--- src/rtl/lenet_pkg.sv ---
// -----------------------------------------------------------------------------
// lenet_pkg
// Shared definitions for the LeNet result argmax block: default class count,
// score width, class index width and the accumulator state encoding.
// -----------------------------------------------------------------------------
package lenet_pkg;

  // Default number of class scores per frame.
  localparam int LENET_NUM_CLASS = 10;
  // Default signed score width in bits.
  localparam int LENET_SCORE_W   = 8;
  // Default class index width; 2**LENET_CLASS_W must cover LENET_NUM_CLASS.
  localparam int LENET_CLASS_W   = 4;

  // Accumulator FSM: ST_IDLE waits for the first score of a frame,
  // ST_ACC collects the remaining scores.
  typedef enum logic [0:0] {
    ST_IDLE = 1'b0,
    ST_ACC  = 1'b1
  } lenet_state_e;

endpackage : lenet_pkg

--- src/rtl/lenet_score_cmp.sv ---
// -----------------------------------------------------------------------------
// lenet_score_cmp
// Signed strict greater-than comparator with index select. The candidate wins
// only when it is strictly greater than the current best, so on equal scores
// the earlier (lower) index is kept.
//
// Ports:
//   cand_score  in   DW  candidate score (two's complement)
//   cand_idx    in   CW  candidate class index
//   best_score  in   DW  current best score (two's complement)
//   best_idx    in   CW  current best class index
//   cand_wins   out  1   candidate strictly greater than best
//   win_score   out  DW  score of the winner
//   win_idx     out  CW  index of the winner
// -----------------------------------------------------------------------------
module lenet_score_cmp
  import lenet_pkg::*;
#(
  parameter int DW = LENET_SCORE_W,
  parameter int CW = LENET_CLASS_W
) (
  input  logic [DW-1:0] cand_score,
  input  logic [CW-1:0] cand_idx,
  input  logic [DW-1:0] best_score,
  input  logic [CW-1:0] best_idx,
  output logic          cand_wins,
  output logic [DW-1:0] win_score,
  output logic [CW-1:0] win_idx
);

  // Signed strict comparison and winner selection.
  always_comb begin
    cand_wins = ($signed(cand_score) > $signed(best_score));
    if (cand_wins) begin
      win_score = cand_score;
      win_idx   = cand_idx;
    end else begin
      win_score = best_score;
      win_idx   = best_idx;
    end
  end

endmodule : lenet_score_cmp

--- src/rtl/lenet_result_argmax.sv ---
// -----------------------------------------------------------------------------
// lenet_result_argmax
// Collects NUM_CLASS signed scores of one image from the accelerator result
// stream, selects the winning class (argmax, lowest index wins ties) and
// presents it to the host through a valid/ready result register. A completed
// frame that overwrites an undrained result raises the sticky overrun flag.
//
// Optional feature (macro LENET_SCORE_BUF_EN): keeps a bank with all scores of
// the last completed frame, readable through rd_addr/rd_score.
//
// Ports:
//   clk        in   1   system clock
//   rst_n      in   1   asynchronous active-low reset
//   out_now    in   1   score valid strobe, one score per high cycle
//   out_data   in   DW  score value (two's complement)
//   frame_clr  in   1   synchronous abort of a partial frame, clears overrun
//   res_ready  in   1   host accepts the result
//   res_valid  out  1   result register holds an unconsumed result
//   res_class  out  CW  argmax class index
//   res_score  out  DW  winning score
//   overrun    out  1   sticky, a result was overwritten before being drained
//   busy       out  1   a frame is partially collected
//   rd_addr    in   CW  (LENET_SCORE_BUF_EN) score bank read address
//   rd_score   out  DW  (LENET_SCORE_BUF_EN) score bank read data, 0 if out of range
// -----------------------------------------------------------------------------
module lenet_result_argmax
  import lenet_pkg::*;
#(
  parameter int NUM_CLASS = LENET_NUM_CLASS,
  parameter int DW        = LENET_SCORE_W,
  parameter int CW        = LENET_CLASS_W
) (
  input  logic          clk,
  input  logic          rst_n,
  input  logic          out_now,
  input  logic [DW-1:0] out_data,
  input  logic          frame_clr,
  input  logic          res_ready,
  output logic          res_valid,
  output logic [CW-1:0] res_class,
  output logic [DW-1:0] res_score,
  output logic          overrun,
  output logic          busy
`ifdef LENET_SCORE_BUF_EN
  ,
  input  logic [CW-1:0] rd_addr,
  output logic [DW-1:0] rd_score
`endif
);

  localparam logic [CW-1:0] LAST_IDX = CW'(NUM_CLASS - 1);
  localparam logic [CW-1:0] ONE_IDX  = CW'(1);

  // Accumulator state
  lenet_state_e  state_q, state_d;
  logic [CW-1:0] cnt_q, cnt_d;
  logic [DW-1:0] max_q, max_d;
  logic [CW-1:0] idx_q, idx_d;

  // Result register
  logic          res_valid_q, res_valid_d;
  logic [CW-1:0] res_class_q, res_class_d;
  logic [DW-1:0] res_score_q, res_score_d;
  logic          overrun_q, overrun_d;

  // Frame completion and the final (bypassed) winner
  logic          complete_s;
  logic [DW-1:0] fin_score_s;
  logic [CW-1:0] fin_idx_s;

  // Comparator outputs
  logic          cand_wins_s;
  logic [DW-1:0] win_score_s;
  logic [CW-1:0] win_idx_s;

  // The incoming score competes against the running max. The same result is
  // used both to update the running max and, on the last sample, as the
  // final winner so that the last score is included without an extra cycle.
  lenet_score_cmp #(
    .DW (DW),
    .CW (CW)
  ) u_cmp (
    .cand_score (out_data),
    .cand_idx   (cnt_q),
    .best_score (max_q),
    .best_idx   (idx_q),
    .cand_wins  (cand_wins_s),
    .win_score  (win_score_s),
    .win_idx    (win_idx_s)
  );

  // Accumulator next-state logic: frame counting, running max, completion.
  always_comb begin
    state_d     = state_q;
    cnt_d       = cnt_q;
    max_d       = max_q;
    idx_d       = idx_q;
    complete_s  = 1'b0;
    fin_score_s = max_q;
    fin_idx_s   = idx_q;

    if (frame_clr) begin
      // Abort wins over a same-cycle score.
      state_d = ST_IDLE;
      cnt_d   = '0;
    end else if (out_now) begin
      case (state_q)
        ST_IDLE: begin
          if (NUM_CLASS == 1) begin
            // Single-class frame completes on its only sample.
            complete_s  = 1'b1;
            fin_score_s = out_data;
            fin_idx_s   = '0;
          end else begin
            state_d = ST_ACC;
            cnt_d   = ONE_IDX;
            max_d   = out_data;
            idx_d   = '0;
          end
        end
        ST_ACC: begin
          if (cand_wins_s) begin
            max_d = out_data;
            idx_d = cnt_q;
          end else begin
            max_d = max_q;
            idx_d = idx_q;
          end
          if (cnt_q == LAST_IDX) begin
            complete_s  = 1'b1;
            fin_score_s = win_score_s;
            fin_idx_s   = win_idx_s;
            state_d     = ST_IDLE;
            cnt_d       = '0;
          end else begin
            cnt_d = cnt_q + ONE_IDX;
          end
        end
        default: begin
          state_d = ST_IDLE;
          cnt_d   = '0;
        end
      endcase
    end else begin
      // Gap in the stream: hold everything.
      state_d = state_q;
    end
  end

  // Result register next-state: load on completion, drop on handshake.
  always_comb begin
    res_valid_d = res_valid_q;
    res_class_d = res_class_q;
    res_score_d = res_score_q;
    overrun_d   = overrun_q;

    if (complete_s) begin
      // A same-cycle handshake consumes the old result, so the new one
      // replaces it cleanly and stays valid.
      res_valid_d = 1'b1;
      res_class_d = fin_idx_s;
      res_score_d = fin_score_s;
    end else if (res_valid_q && res_ready) begin
      res_valid_d = 1'b0;
    end else begin
      res_valid_d = res_valid_q;
    end

    if (frame_clr) begin
      overrun_d = 1'b0;
    end else if (complete_s && res_valid_q && !res_ready) begin
      overrun_d = 1'b1;
    end else begin
      overrun_d = overrun_q;
    end
  end

  // State and result registers.
  always_ff @(posedge clk or negedge rst_n) begin
    if (!rst_n) begin
      state_q     <= ST_IDLE;
      cnt_q       <= '0;
      max_q       <= '0;
      idx_q       <= '0;
      res_valid_q <= 1'b0;
      res_class_q <= '0;
      res_score_q <= '0;
      overrun_q   <= 1'b0;
    end else begin
      state_q     <= state_d;
      cnt_q       <= cnt_d;
      max_q       <= max_d;
      idx_q       <= idx_d;
      res_valid_q <= res_valid_d;
      res_class_q <= res_class_d;
      res_score_q <= res_score_d;
      overrun_q   <= overrun_d;
    end
  end

  assign res_valid = res_valid_q;
  assign res_class = res_class_q;
  assign res_score = res_score_q;
  assign overrun   = overrun_q;
  assign busy      = (state_q == ST_ACC);

`ifdef LENET_SCORE_BUF_EN
  // Banks span the full index space so every CW-bit address is in range;
  // entries at or above NUM_CLASS are never written and stay zero.
  localparam int BANK_DEPTH = 1 << CW;

  logic [DW-1:0] shadow_q [BANK_DEPTH];
  logic [DW-1:0] shadow_d [BANK_DEPTH];
  logic [DW-1:0] bank_q   [BANK_DEPTH];
  logic [DW-1:0] bank_d   [BANK_DEPTH];

  // Shadow bank collects the partial frame; the visible bank is refreshed
  // on the completion edge, including the bypassed last score.
  always_comb begin
    shadow_d = shadow_q;
    bank_d   = bank_q;
    if (frame_clr) begin
      for (int i = 0; i < BANK_DEPTH; i++) begin
        shadow_d[i] = '0;
      end
    end else if (out_now) begin
      // cnt_q is zero in ST_IDLE, so it addresses the first sample too.
      shadow_d[cnt_q] = out_data;
    end else begin
      shadow_d = shadow_q;
    end
    if (complete_s) begin
      bank_d = shadow_d;
    end else begin
      bank_d = bank_q;
    end
  end

  // Shadow and visible score banks.
  always_ff @(posedge clk or negedge rst_n) begin
    if (!rst_n) begin
      for (int i = 0; i < BANK_DEPTH; i++) begin
        shadow_q[i] <= '0;
        bank_q[i]   <= '0;
      end
    end else begin
      shadow_q <= shadow_d;
      bank_q   <= bank_d;
    end
  end

  // Combinational read, zero outside the class range.
  always_comb begin
    if (32'(rd_addr) < NUM_CLASS) begin
      rd_score = bank_q[rd_addr];
    end else begin
      rd_score = '0;
    end
  end
`endif

endmodule : lenet_result_argmax
--- config.mk ---
export PLATFORM = sky130hd
export DESIGN_NAME = lenet_result_argmax
export DESIGN_NICKNAME = d
export VERILOG_FILES = /design/src/rtl/lenet_pkg.sv /design/src/rtl/lenet_score_cmp.sv /design/src/rtl/lenet_result_argmax.sv
export SDC_FILE = /design/constraint.sdc
export NUM_CORES = 1
export LEC_CHECK = 0
export CORE_ASPECT_RATIO = 1.2
export CORE_MARGIN = 2
export CORE_UTILIZATION = 55
export DETAILED_ROUTE_END_ITERATION = 10
export PLACE_DENSITY = 0.84
export SLEW_MARGIN = 20
export SYNTH_ARGS = -nofsm -noshare
export SYNTH_HDL_FRONTEND = slang
export SYNTH_SLANG_ARGS = --single-unit
export TNS_END_PERCENT = 30
--- constraint.sdc ---
create_clock -name clk -period 3.15 [get_ports clk]
set_input_delay 0.4725 -clock clk [delete_from_list [all_inputs] [get_ports clk]]
set_output_delay 0.4725 -clock clk [all_outputs]
set_load 0.01 [all_outputs]
* After elaboration in Yosys (flattened, before gate mapping)
Index checks and enable logic that the tools add are counted.
** Word-level totals
- Output and inout port bits :: 15
- Bits in registers :: 31
** Operators by class
- Bitwise gates (word level) :: 2
- Reduce and logical (&&, ||, !) cells :: 8
- $add $sub $neg :: 1
- Muxes and demuxes :: 28
- Order comparisons :: 1
- Equal/unequal tests :: 1
** Operators with widths (number)
- $mux 8 :: 5
- $mux 4 :: 8
- $pmux 4 s2 :: 2
- $pmux 8 s2 :: 1
- $mux 1 :: 11
- $gt 8x8->1 :: 1
- $reduce_bool 2->1 :: 3
- $add 4x1->4 const B :: 1
- $eq 4x4->1 const B :: 1
- $logic_and 1x1->1 :: 3
- $not 1->1 :: 2
- $pmux 1 s2 :: 1
- $reduce_and 2->1 :: 1
- $logic_not 1->1 :: 1

* Depth between registers and ports, before layout
- Word-level depth :: 9
- Depth in mapped cells :: 9
- Gate-level depth less buffers :: 8

* Hierarchy
From an unflattened synthesis, not the netlist that was laid out.
** Unflattened totals
- Cells, all modules :: 145
- Area, all modules :: 1739.2 um^2
** Modules (own cells, without submodules)
- lenet_result_argmax :: cells an instance 100, sequential area each 775.7 um^2, instances 1, area an instance 1362.6 um^2
- lenet_score_cmp :: cells an instance 45, sequential area each 0.0 um^2, instances 1, area an instance 376.6 um^2

* Worst setup path before layout
Ideal clock, no wire load.
- Kind :: input -> register
- Start :: input out_data[7]
- End :: register max_q[0]
- Arrival time :: 2.079 ns
- Cell stages on the path :: 7
- Setup slack :: 0.946 ns
- Cell sequence :: ha_1 > nand4_1 > or3_1 > nand2_1 > mux2i_2 > o21ai_4 > mux2_4
** Between the ends
- Cells in the longest elaborated chain, start to end :: 3
** Ends and longest elaborated chain
- start: declaration :: RTL line lenet_result_argmax.sv:36 : input logic [DW-1:0] out_data,
- $gt 8x8->1 :: RTL line lenet_score_cmp.sv:33 : cand_wins = ($signed(cand_score) > $signed(best_score));
- $mux 8
- $pmux 8 s2
- end signal: assignment :: RTL line lenet_result_argmax.sv:192 : max_q <= max_d;
- end: declaration :: RTL line lenet_result_argmax.sv:57 : logic [DW-1:0] max_q, max_d;
Every way passes these cells.
A chain may end at the register's enable or synchronous reset.

* Final worst setup path
- Start :: input out_data[3]
- End :: register res_score_q[4] (netlist: res_score[4])
** Between the ends
- Cells in the longest elaborated chain, start to end :: 6
** Ends and longest elaborated chain
- $gt 8x8->1 :: RTL line lenet_score_cmp.sv:33
- $mux 8
- $mux 8 :: RTL line lenet_result_argmax.sv:129 : if (cnt_q == LAST_IDX) begin
- $mux 8 :: RTL line lenet_result_argmax.sv:107 : case (state_q)
- $mux 8 :: RTL line lenet_result_argmax.sv:106 : end else if (out_now) begin
- $mux 8 :: RTL line lenet_result_argmax.sv:102 : if (frame_clr) begin
- end signal: assignment :: RTL line lenet_result_argmax.sv:196 : res_score_q <= res_score_d;
- end: declaration :: RTL line lenet_result_argmax.sv:63 : logic [DW-1:0] res_score_q, res_score_d;
Every way passes these cells.

==> flow_summary.ini <==
[floorplanning]
ios = 28
start_util = 0.585
die_area_um2 = 3450
core_um2 = 2810
rows = 21
die_x_um = 53.9
die_y_um = 63.9

[layout]
layout_common_cells = dfrtp_1, nand2_1, clkdlybuf4s50_1, inv_1, nor2_1
utilization = 0.721
stdcell_area_um2 = 2030
drive_gt1_frac = 0.116
final_common_cell = dfrtp_1
antenna_cells = 0
area_growth_pct = 23.2
fin_nets = 221

[worst_setup_path]
end_kind = flop
critPathLaunchType = input pin
critPathMaxFanout = 15
path_class = input pin to flop
r2r_start = max_q[3]$_DFFE_PN0P_
reg2reg_depth = 9
regToRegSetupSlack_ns = 0.81
r2r_end = res_score[4]$_DFFE_PN0P_
crit_required_ns = 3.37
arrival_ns = 2.78

[synth]
synthTopCellsByArea = dfrtp_1, ha_1, mux2_4
yosysSeqAreaShare = 0.471
synth_top_area_frac = 0.471
async_flop_share = 1.00
yosysWarnings = 0
netlist_area_um2 = 1650
syn_nets = 188
synth_top_flop_cell = dfrtp_1
ys_ff_latch = 31
synth_edf_count = 0
syn_inst = 165
avgSynthCellArea_um2 = 9.97
ys_types = 29
synth_top_area_cell = dfrtp_1

[cts]
cts_resized = 0
cts.clk_slew.worst_paths_ns = 0.09
ctsHoldBuffers = 0
clock-sinks = 31
cts.path.max_buffers = 2
cts_max_level = 2
numCtsBuffers = 5
worstSkewPairLatency_ns = 0.33
cts_setup_buffers = 0
root_buffer = clkbuf_4
cts_tree = done

[detailed_routing]
wl_um = 3350
drtIter0Drc = 29
drc = 0
drt-pass1-iter-count = 4
ant_nets = 0
vias_per_cell = 5.53
m1WireLength_um = 1420
top_layer_used = met4
wire_per_inst_um = 14.4
met2_length_um = 1710
num_vias = 1284
wl_met3_um = 142

[run_status]
outcome = completed

[placement]
place_congestion = 0.838
dp_hpwl_um = 2550
port_buffers = 27
dpl_cell_area_um2 = 1970

[sta]
whs_ns = 0.491
fmax_mhz = 390
finalClockSkew_ns = 0.00815
tightest_slew_ns = 0.423
tns_ns = 0
setup_violations = 0
relSlewSlack = 0.718
rsz0062_at_grt = false
hold_viol = 0
period_minus_slack_ns = 2.56
slew_violations = 0
finalCritPeriodShare = 0.813

[job]
drv_cap = 0

[worst_hold_path]
min_to = res_class[2]$_DFFE_PN0P_
hold_path_class = flop to flop
hold_start = res_class[2]$_DFFE_PN0P_
hold-path-cell-count = 2

[power_and_ir_drop]
power.density_nw_per_um2 = 481
total_power_uw = 975
p_leak_uw = 0.000964
peakVddDrop_uv = 368

[grt]
antenna_found_initial = 0
grt_pass1_vias = 1271
grt-ovfl-total = 0
grt_max_degree = 32
grt_usage = 0.214
grt_pass1_wl_um = 5370
[sequential cells by signal, indices dropped and copies added (netlist names)]
register   cells
res_valid      1
busy           1
max_q          8
cnt_q          4
res_score      8
idx_q          4
res_class      4
overrun        1
[stage by stage]
stage          cells  setup WS [ns]
3_5_place_dp     225          0.281
6_report         232          0.588
3_3_place_gp     225          0.364
5_1_grt          232          0.482
4_1_cts          232          0.600
2_1_floorplan    165          0.946
[routing by layer]
layer,track usage,vias up
met4,0.106,0
met5,0,-
met2,0.345,26
li1,-,633
met3,0.0561,10
met1,0.257,615
[critical path: stages]
cell and delay, ns:
clkdlybuf4s50_1 0.46, ha_1 0.34, a21oi_1 0.21, nor2_1 0.06
nor3_1 0.27, mux2i_2 0.35, buf_4 0.29, mux2i_1 0.25
o21ai_1 0.08
[where the power goes]
part | switching (uW) | internal, uW | total (uW)
logic | 141 | 138 | 280
registers | 33.0 | 430 | 463
clock network | 129 | 103 | 232
total | 303 | 671 | 975
[cells by family after synthesis]
| kind of cell | share of synthesized area |
|---|---|
| compound gates | 0.0996 |
| fa+ha+maj | 0.0760 |
| buf+inv | 0.0494 |
| flops | 0.471 |
| mux | 0.148 |
| simple gates | 0.155 |
[worst max path at each step]
stage,start,slack [ns],endpoint
4_1_cts,out_data[3],0.60,res_score[4]$_DFFE_PN0P_
2_1_floorplan,out_data[7],0.95,max_q[0]$_DFFE_PN0P_
3_5_place_dp,out_data[3],0.28,res_score[6]$_DFFE_PN0P_
5_1_grt,out_data[3],0.48,res_score[6]$_DFFE_PN0P_
3_3_place_gp,out_data[7],0.36,res_score[4]$_DFFE_PN0P_
6_report,out_data[3],0.59,res_score[4]$_DFFE_PN0P_
[cell usage after synthesis, types with 2 or more instances]
master and n:
o21ai_1 10, dfrtp_1 31, buf_2 2, nand2b_1 2
mux2i_1 11, a21oi_1 3, nor3_1 3, nor2_1 12
inv_1 13, o21ai_0 6, clkbuf_1 4, nand3_1 3
mux2_4 8, o211ai_1 3, nand2_1 27, ha_1 10
nand4_1 5
[area by class of cell]
type,instances,area (um^2)
Clock inverter,1,5.00
Inverter,13,48.8
Fill cell,209,785
Clock buffer,6,51.3
Timing Repair Buffer,33,315
Tap cell,34,42.5
Sequential cell,31,776
Multi-Input combinational cell,114,788
(Power assumes the default switching activity.)
